### config.mk
export PLATFORM = sky130hd
export DESIGN_NAME = panel_io
export DESIGN_NICKNAME = d
export VERILOG_FILES = /design/src/rtl/panel_io_pkg.sv /design/src/rtl/panel_io_button_debounce.sv /design/src/rtl/panel_io.sv
export SDC_FILE = /design/constraint.sdc
export NUM_CORES = 1
export LEC_CHECK = 0
export ABC_CLOCK_PERIOD_IN_PS = 3700
export CAP_MARGIN = 20
export CORE_MARGIN = 5
export CORE_UTILIZATION = 60
export CTS_BUF_LIST = sky130_fd_sc_hd__clkbuf_4 sky130_fd_sc_hd__clkbuf_8
export DETAILED_ROUTE_END_ITERATION = 8
export PLACE_DENSITY = 0.81
export REMOVE_ABC_BUFFERS = 1
export SYNTH_ARGS = -nofsm -noshare
export SYNTH_HDL_FRONTEND = slang
export SYNTH_SLANG_ARGS = --single-unit
### constraint.sdc
create_clock -name clk -period 3.7 [get_ports clk]
set_input_delay 0.74 -clock clk [delete_from_list [all_inputs] [get_ports clk]]
set_output_delay 0.74 -clock clk [all_outputs]
set_load 0.02 [all_outputs]
### src/rtl/panel_io_pkg.sv
// panel_io_pkg: LED/beep modes, gpio word field positions and pattern thresholds
package panel_io_pkg;
  typedef enum logic [1:0] {
    LED_OFF       = 2'b00,
    LED_ON        = 2'b01,
    LED_BLINK_1HZ = 2'b10,
    LED_BLINK_4HZ = 2'b11
  } led_mode_t;
  typedef enum logic [1:0] {
    BEEP_OFF   = 2'b00,
    BEEP_ON    = 2'b01,
    BEEP_CHIRP = 2'b10,
    BEEP_PULSE = 2'b11
  } beep_mode_t;
  localparam int NUM_LEDS = 6;
  localparam int GO_BEEP = 12;
  localparam int GO_LP_EN = 14;
  localparam int GI_LEVEL = 0;
  localparam int GI_TOGGLE = 2;
  localparam int GI_LP_FIRED = 4;
  localparam int MS_PERIOD = 1000;
  localparam int BLINK_1HZ_ON = 500;
  localparam int BLINK_4HZ_PERIOD = 250;
  localparam int BLINK_4HZ_ON = 125;
  localparam int BEEP_PULSE_ON = 100;
  localparam int CHIRP_TICKS = 100;
  function automatic logic led_on(led_mode_t m, logic [9:0] ms);
    return m == LED_ON ||
           (m == LED_BLINK_1HZ && ms < 10'(BLINK_1HZ_ON)) ||
           (m == LED_BLINK_4HZ && (ms % 10'(BLINK_4HZ_PERIOD)) < 10'(BLINK_4HZ_ON));
  endfunction
endpackage

### src/rtl/panel_io_button_debounce.sv
// button_debounce: 2-FF synchronizer, tick-based debounce and accepted level with rise strobe
module button_debounce #(
  parameter int DEBOUNCE_MS = 20
) (
  input  logic clk,
  input  logic rst,
  input  logic tick,
  input  logic btn_n,
  output logic level,
  output logic rise
);
  localparam int CW = $clog2(DEBOUNCE_MS + 1);
  logic [1:0] sync_q, sync_d;
  logic [CW-1:0] cnt_q, cnt_d;
  logic level_q, level_d;
  logic pressed, accept;
  always_comb begin
    sync_d = {sync_q[0], btn_n};
    pressed = ~sync_q[1];
    accept = tick && pressed != level_q && cnt_q == CW'(DEBOUNCE_MS - 1);
    cnt_d = (pressed == level_q || accept) ? '0 : tick ? cnt_q + 1'b1 : cnt_q;
    level_d = accept ? pressed : level_q;
  end
  always_ff @(posedge clk)
    if (rst) begin
      sync_q <= 2'b11;
      cnt_q <= '0;
      level_q <= 1'b0;
    end else begin
      sync_q <= sync_d;
      cnt_q <= cnt_d;
      level_q <= level_d;
    end
  assign level = level_q;
  assign rise = accept && pressed;
endmodule

### src/rtl/panel_io.sv
// panel_io: front-panel LED/beeper pattern generator, button debounce and long-press reset request
module panel_io
  import panel_io_pkg::*;
#(
  parameter int CLK_HZ = 50_000_000,
  parameter int DEBOUNCE_MS = 20,
  parameter int LONG_PRESS_MS = 3000,
  parameter int RST_PULSE_CYC = 16
) (
  input  logic        clk,
  input  logic        rst,
  input  logic [15:0] gpio_o,
  output logic [7:0]  gpio_i,
  input  logic [1:0]  buttons_n,
  output logic [5:0]  leds,
  output logic        beep,
  output logic        aux_reset_out
);
  localparam int DIV = CLK_HZ / 1000;
  localparam int PW = $clog2(DIV + 1);
  localparam int HW = $clog2(LONG_PRESS_MS + 1);
  localparam int RW = $clog2(RST_PULSE_CYC + 1);
  logic [PW-1:0] pre_q, pre_d;
  logic [9:0] ms_q, ms_d;
  logic [5:0] leds_q, leds_d;
  logic beep_q, beep_d;
  beep_mode_t bmode, bmode_prev_q, bmode_prev_d;
  logic [6:0] chirp_q, chirp_d;
  logic [HW-1:0] hold_q, hold_d;
  logic [RW-1:0] pulse_q, pulse_d;
  logic [1:0] toggle_q, toggle_d, level, rise;
  logic lp_q, lp_d, tick, fire;
  logic unused_reserved;
  assign unused_reserved = gpio_o[15];
  for (genvar b = 0; b < 2; b++) begin : g_btn
    button_debounce #(.DEBOUNCE_MS(DEBOUNCE_MS)) u_btn (
      .clk(clk),
      .rst(rst),
      .tick(tick),
      .btn_n(buttons_n[b]),
      .level(level[b]),
      .rise(rise[b])
    );
  end
  always_comb begin
    tick = pre_q == PW'(DIV - 1);
    pre_d = tick ? '0 : pre_q + 1'b1;
    ms_d = !tick ? ms_q : ms_q == 10'(MS_PERIOD - 1) ? '0 : ms_q + 1'b1;
    leds_d = '0;
    for (int k = 0; k < NUM_LEDS; k++) leds_d[k] = led_on(led_mode_t'(gpio_o[2*k +: 2]), ms_q);
    bmode = beep_mode_t'(gpio_o[GO_BEEP +: 2]);
    bmode_prev_d = bmode;
    // entering chirp reloads even if the previous countdown just expired
    chirp_d = bmode != BEEP_CHIRP ? '0 :
              bmode_prev_q != BEEP_CHIRP ? 7'(CHIRP_TICKS) :
              (tick && chirp_q != '0) ? chirp_q - 1'b1 : chirp_q;
    beep_d = bmode == BEEP_ON || (bmode == BEEP_PULSE && ms_q < 10'(BEEP_PULSE_ON)) ||
             (bmode == BEEP_CHIRP && chirp_d != '0);
    // hold saturates at the threshold, so the threshold is crossed once per press
    hold_d = !level[0] ? '0 : (tick && hold_q != HW'(LONG_PRESS_MS)) ? hold_q + 1'b1 : hold_q;
    fire = tick && level[0] && hold_q == HW'(LONG_PRESS_MS - 1) && gpio_o[GO_LP_EN];
    pulse_d = fire ? RW'(RST_PULSE_CYC) : pulse_q != '0 ? pulse_q - 1'b1 : pulse_q;
    toggle_d = toggle_q ^ rise;
    lp_d = fire || (lp_q && !rise[0]);
    gpio_i = '0;
    gpio_i[GI_LEVEL +: 2] = level;
    gpio_i[GI_TOGGLE +: 2] = toggle_q;
    gpio_i[GI_LP_FIRED] = lp_q;
  end
  always_ff @(posedge clk)
    if (rst) begin
      pre_q <= '0;
      ms_q <= '0;
      leds_q <= '0;
      beep_q <= 1'b0;
      bmode_prev_q <= BEEP_OFF;
      chirp_q <= '0;
      hold_q <= '0;
      pulse_q <= '0;
      toggle_q <= '0;
      lp_q <= 1'b0;
    end else begin
      pre_q <= pre_d;
      ms_q <= ms_d;
      leds_q <= leds_d;
      beep_q <= beep_d;
      bmode_prev_q <= bmode_prev_d;
      chirp_q <= chirp_d;
      hold_q <= hold_d;
      pulse_q <= pulse_d;
      toggle_q <= toggle_d;
      lp_q <= lp_d;
    end
  assign leds = leds_q;
  assign beep = beep_q;
  assign aux_reset_out = pulse_q != '0;
endmodule
==> results of run 1 <==
-- critical path: stages (launching register included) --
cell,delay [ns]
dfxtp_1,0.61
inv_1,0.08
ha_1,0.19
a21oi_1,0.30
o211ai_1,0.17
a211oi_2,0.31
a31oi_1,0.10
a211oi_1,0.41
and4_1,0.25
o31ai_1,0.10
o31ai_4,0.37
o21ai_1,0.09
-- report_power, final --
group	internal, uW	switching [uW]	leakage (uW)
clock	269	316	0.0000891
combinational	113	118	0.000843
sequential	875	21.7	0.000634
-- logic make-up after synthesis --
family / share of synthesized area
AND/OR/NAND/NOR: 0.2648
XOR/XNOR: 0.1087
flip-flops: 0.3875
other: 0.0009305
AO/OA/AOI/OAI: 0.1285
multiplexers: 0.01801
adder cells (fa/ha/maj): 0.04347
buffers and inverters: 0.04812
-- per-layer routing --
layer  wire, um  share of wire  vias up
li1           -              -     1697
met1       3687           0.47     1533
met2       3788           0.48       63
met3        289          0.037       13
met4        106          0.013        0
met5          0              0        -
-- through the flow --
step                setup WS [ns]  cell area (um2)
detailed placement         0.6459             4344
global route               0.2841             4523
CTS                        0.6123             4523
finish                     0.5834             4523
floorplan                   1.043             3923
global placement           0.7104             4344
-- registers in the layout, summed over array words and instances (netlist names), 4 cells and up --
signal	flops
pre_q	16
g_btn.u_btn.cnt_q	10
chirp_q	7
hold_q	12
ms_q	10
g_btn.u_btn.sync_q	4
leds	6
pulse_q	5
-- worst max-delay path by stage --
stage	start	endpoint	slack (ns)	cells past startpoint
floorplan	ms_q[3]	leds[0]	1.04	10
global placement	ms_q[3]	leds[4]	0.71	10
detailed placement	ms_q[4]	leds[5]	0.65	11
CTS	ms_q[4]	leds[5]	0.61	11
global route	ms_q[4]	leds[0]	0.28	11
finish	ms_q[4]	leds[5]	0.58	11
-- area by class of cell --
cell class | instances | area, um2
clock buffer | 11 | 145.1
multi-input combinational | 361 | 2282
inverter | 21 | 78.83
fill | 525 | 1936
sequential | 78 | 1562
tap | 77 | 96.34
timing repair buffer | 33 | 325.3
clock inverter | 5 | 33.78
-- layout by cell type (no fill, tap or decap), types with 3 or more instances in the layout --
cell type	n
nor4_1	4
ha_1	14
dfxtp_1	78
nand4_1	16
nor2b_1	6
clkbuf_8	10
and3_1	5
mux2i_1	5
nor3_1	24
inv_1	21
conb_1	3
a31oi_1	11
nand2b_1	5
o21ai_1	7
nand2_1	36
xor2_1	24
or2_2	7
o21ai_0	8
xnor2_1	26
a21oi_1	19
or3_1	6
and4_1	5
nor2_1	74
nand3_1	13
and2_1	7
a211oi_1	3
clkdlybuf4s50_1	31
==> impl_metrics.csv, run 1 <==
group,metric,value,unit
place,gp_congestion,0.7782,
synth,synth_common_cells,"dfxtp_1, nor2_1, nand2_1",
pwr,p_leak,0.001566,uW
clocking,cts_hold_buf,0,
die,coreArea,0.006459,mm2
global_routing,grt_max_degree,36,
place,place_inst,570,
synth,yosysMostFrequentCell,"dfxtp_1",
sta,min_period_over_period,0.8423,
synth,ys_seq_elements,78,
min_path,holdPathEnd,"g_btn[0].u_btn.sync_q[1]",
cells_and_area,nNetsFinal,538,
min_path,min_from,"g_btn[0].u_btn.sync_q[0]",
die,die_width,91.96,um
cells_and_area,fin_util,0.7003,
global_routing,grtUsageMet2,0.3266,
global_routing,busiest_layer,"met2",
setup_path,worstSetupEndpointType,"register",
die,rows,29,
global_routing,use_met1,0.2456,
clocking,cts_made_buffers,9,
routing,vias,3306,
die,die-area,0.008456,mm2
min_path,hold_depth,1,
pwr,p_total,1713,uW
flow_run,max_cap_viol_count,0,
setup_path,reg2reg_depth,11,
synth,syn_area_per_cell,8.379,um2
synth,ys_top_cells_by_area,"dfxtp_1, nor2_1, xnor2_1",
routing,vias_per_cell,5.642,
setup_path,cp-start-kind,"register",
routing,wl_per_cell,13.43,um
routing,drtIter0Drc,119,
clocking,cts_sinks,78,
setup_path,worstPathArrival,3.36,ns
sta,tightest_slew,0.7837,ns
sta,setup_viol,0,
setup_path,crit_required,3.94,ns
clocking,htreeDepth,3,
clocking,cts.path.max_buffers,2,
global_routing,antenna_found_initial,0,
sta,max_freq,320.9,MHz
routing,dr.pass1.iters,5,
synth,synthesis.area,0.004030,mm2
sta,relSlewSlack,0.4735,
synth,async_flop_share,0,
routing,drc,0,
clocking,clockRootBuffer,"clkbuf_8",
sta,tns,0,ns
clocking,post_cts_buffers,0,
pwr,power_density,378.8,mW/mm2
clocking,path_clk_slew,0.08,ns
cells_and_area,syn_to_final_growth,12.23,%
global_routing,grt_pass1_wl,13810,um
synth,synth_top_area_frac,0.3875,
min_path,min_path_type,"reg -> reg",
setup_path,r2r_setup_slack,0.58,ns
die,die_y,91.96,um
synth,synth_warnings,0,
clocking,clk_latency,0.35,ns
clocking,cts_tree,"built",
sta,final.min_clock_period,3.117,ns
synth,synth_cell_types,55,
sta,timing.hold.ws,0.4132,ns
setup_path,r2r-start,"ms_q[4]",
synth,synth_flop_cell,"dfxtp_1",
synth,ys_seq_area_frac,0.3875,
pwr,ir_drop,281.0,uV
sta,finalHoldViolCount,0,
clocking,post_cts_resized,0,
die,start_util,0.6240,
global_routing,use_met3,0.03928,
global_routing,grt_usage,0.1949,
global_routing,grt_pass1_vias,3175,
synth,synth.largest_area_cell,"dfxtp_1",
sta,rsz0062_at_grt,"false",
setup_path,cp_max_fo,13,
routing,drt-total-wl,7871,um
setup_path,critPathKind,"reg -> reg",
synth,syn_inst,481,
place,place.port_buffers,31,
die,io_pins,36,
routing,antenna_left,0,
cells_and_area,n_antenna_cell,0,
synth,synth_edf_count,0,
sta,clock_skew,0.007221,ns
cells_and_area,drive_above_1_share,0.07073,
sta,slew_violations,0,
outcome,status,"finished clean",
place,post-dp-hpwl,5542,um
cells_and_area,layoutNonFillerInstCount,586,
setup_path,rr_endpoint,"leds[5]",
global_routing,grt-ovfl-total,0,
Note: power is estimated with default switching activity, not from simulation.
==> run 2: changes to the inputs <==
Settings changed: ABC_CLOCK_PERIOD_IN_PS 3700 to 2800, CORE_UTILIZATION 60 to 54, PLACE_DENSITY 0.81 to 0.76.
Clock period 3.7 ns to 2.8 ns, I/O delays scaled along.
==> run 2 against run 1 <==
Effect of this change: maximum frequency grew 17%; via count grew 2.9%; cell area grew 5.0%; sequential share of layout area shrank 1.6 points; largest cell class unchanged; critical path depth shrank 1; power grew 32%; hold slack lost 0.0074 ns; final cell count grew 6.7%; highest routed layer unchanged; wire length grew 5.4%; sequential power grew 33%; first-iteration DRC count grew 9.2%; critical path type unchanged.
==> impl_metrics.csv, run 2 (synthesized netlist as in run 1, its figures left out) <==
group,metric,value,unit
setup_path,worstPathArrival,2.90,ns
outcome,status,"finished clean",
global_routing,grt-ovfl-total,0,
setup_path,crit_required,3.04,ns
place,gp_congestion,0.8624,
place,place_ws,0.05107,ns
place,post-dp-hpwl,6114,um
cells_and_area,fillers,614,
global_routing,grt_pass1_wl,14170,um
clocking,cts.path.max_buffers,2,
pwr,p_int,1651,uW
cells_and_area,syn_to_final_growth,17.88,%
min_path,min_path_type,"reg -> reg",
sta,tns,0,ns
clocking,clockRootBuffer,"clkbuf_8",
setup_path,startpoint,"ms_q[3]",
cells_and_area,final_cell_mix,"dfxtp_1, nor2_1, nand2_1, clkdlybuf4s50_1, xnor2_1",
setup_path,cp_max_fo,8,
die,start_util,0.5556,
global_routing,grt_max_degree,18,
pwr,power_density,474.6,mW/mm2
routing,dr.pass1.iters,4,
die,io_pins,36,
routing,antenna_left,0,
routing,vias_per_cell,5.442,
sta,relSlewSlack,0.4412,
cells_and_area,largest_register_ffs,16,
pwr,power.switching,603.9,uW
setup_path,rr_endpoint,"leds[4]",
routing,drc,0,
clocking,cts_made_buffers,9,
pwr,power.share.clock,0.337,
cells_and_area,final_common_cell,"dfxtp_1",
clocking,cts_sinks,78,
global_routing,grt_usage,0.1919,
place,place.port_buffers,31,
sta,rsz0062_at_grt,"false",
pwr,seq_power_share,0.526,
clocking,htreeDepth,3,
setup_path,critPathKind,"reg -> reg",
routing,drt-total-wl,8295,um
setup_path,cp-start-kind,"register",
clocking,path_clk_slew,0.08,ns
setup_path,r2r-start,"ms_q[3]",
setup_path,setup.worst_path.end,"leds[4]",
pwr,switching_share,0.2679,
sta,setup_ws,0.1335,ns
sta,max_freq,375.0,MHz
cells_and_area,nNetsFinal,556,
setup_path,worstSetupEndpointType,"register",
die,die-area,0.009291,mm2
sta,min_period_over_period,0.9523,
die,die_width,96.39,um
flow_run,max_cap_viol_count,0,
pwr,p_leak,0.001664,uW
sta,setup_viol,0,
pwr,comb_power_share,0.137,
routing,drtIter0Drc,130,
die,rows,31,
min_path,min_from,"g_btn[1].u_btn.sync_q[0]",
routing,wl_per_cell,13.27,um
clocking,clk_latency,0.35,ns
sta,tightest_slew,0.8318,ns
sta,final.min_clock_period,2.666,ns
global_routing,grt_pass1_vias,3228,
pwr,ir_drop,234.2,uV
sta,timing.hold.ws,0.4058,ns
sta,clock_skew,0.005665,ns
sta,slew_violations,0,
routing,vias,3401,
die,coreArea,0.007253,mm2
clocking,cts_tree,"built",
cells_and_area,largest_register,"pre_q",
cells_and_area,n_antenna_cell,0,
cells_and_area,top_regs,"pre_q (16), hold_q (12)",
setup_path,r2r_setup_slack,0.13,ns
global_routing,antenna_found_initial,0,
setup_path,reg2reg_depth,10,
sta,finalHoldViolCount,0,
die,die_y,96.39,um
clocking,cts_hold_buf,0,
cells_and_area,drive_above_1_share,0.1198,
[run 2: metal layers]
layer | track usage | part of all wire | vias to the layer above
li1 | - | - | 1745
met1 | 0.2365 | 0.46 | 1597
met2 | 0.3272 | 0.49 | 46
met3 | 0.03098 | 0.033 | 13
met4 | 0.08879 | 0.019 | 0
met5 | 0 | 0 | -
[run 2: worst min path at each step]
stage	end	cells after the start
floorplan	g_btn[0].u_btn.sync_q[1]	1
global placement	g_btn[0].u_btn.sync_q[1]	1
detailed placement	g_btn[1].u_btn.sync_q[1]	1
CTS	g_btn[1].u_btn.sync_q[1]	1
global route	g_btn[1].u_btn.sync_q[1]	1
finish	g_btn[1].u_btn.sync_q[1]	1
[run 2: worst max-delay path, stage by stage, from the launching register on]
cell       delay (ns)
dfxtp_2          0.40
buf_4            0.19
and2_1           0.19
o2111ai_4        0.14
a22oi_4          0.24
nand3_1          0.14
mux2i_2          0.22
a31oi_4          0.18
mux2_2           0.37
o31ai_4          0.38
o21ai_1          0.10
[run 2: final cells by class]
type	instances	area, um2	area share
well taps	99	123.9	0.02607
repair buffers	51	464.2	0.09771
clock buffers	10	137.6	0.02897
multi-input cells	361	2347	0.4941
clock inverters	5	35.03	0.007374
flip-flops and latches	78	1564	0.3292
inverters	21	78.83	0.01659
[run 2: timing repair]
item	in CTS	in global routing
endpoints found under the hold margin	0	0
setup buffers	0	1
endpoints found under the setup margin	0	6
resized for setup	0	16
[run 2: power groups by stage]
stage          clock network (uW)  logic, uW  registers [uW]
3_5_place_dp                    0        312            1210
6_report                      760        309            1190
3_3_place_gp                    0        300            1210
2_1_floorplan                   0        191            1220
4_1_cts                       779        313            1190
5_1_grt                       829        346            1190
[run 2: per-stage QoR]
stage / instances / instance area, um2 / util / total power (uW)
floorplan: 460 / 3923 / - / 1408
global placement: 609 / 4499 / 0.6203 / 1509
detailed placement: 609 / 4499 / 0.6203 / 1524
CTS: 624 / 4672 / 0.6441 / 2278
global route: 625 / 4751 / 0.6550 / 2366
finish: 625 / 4751 / 0.6550 / 2255
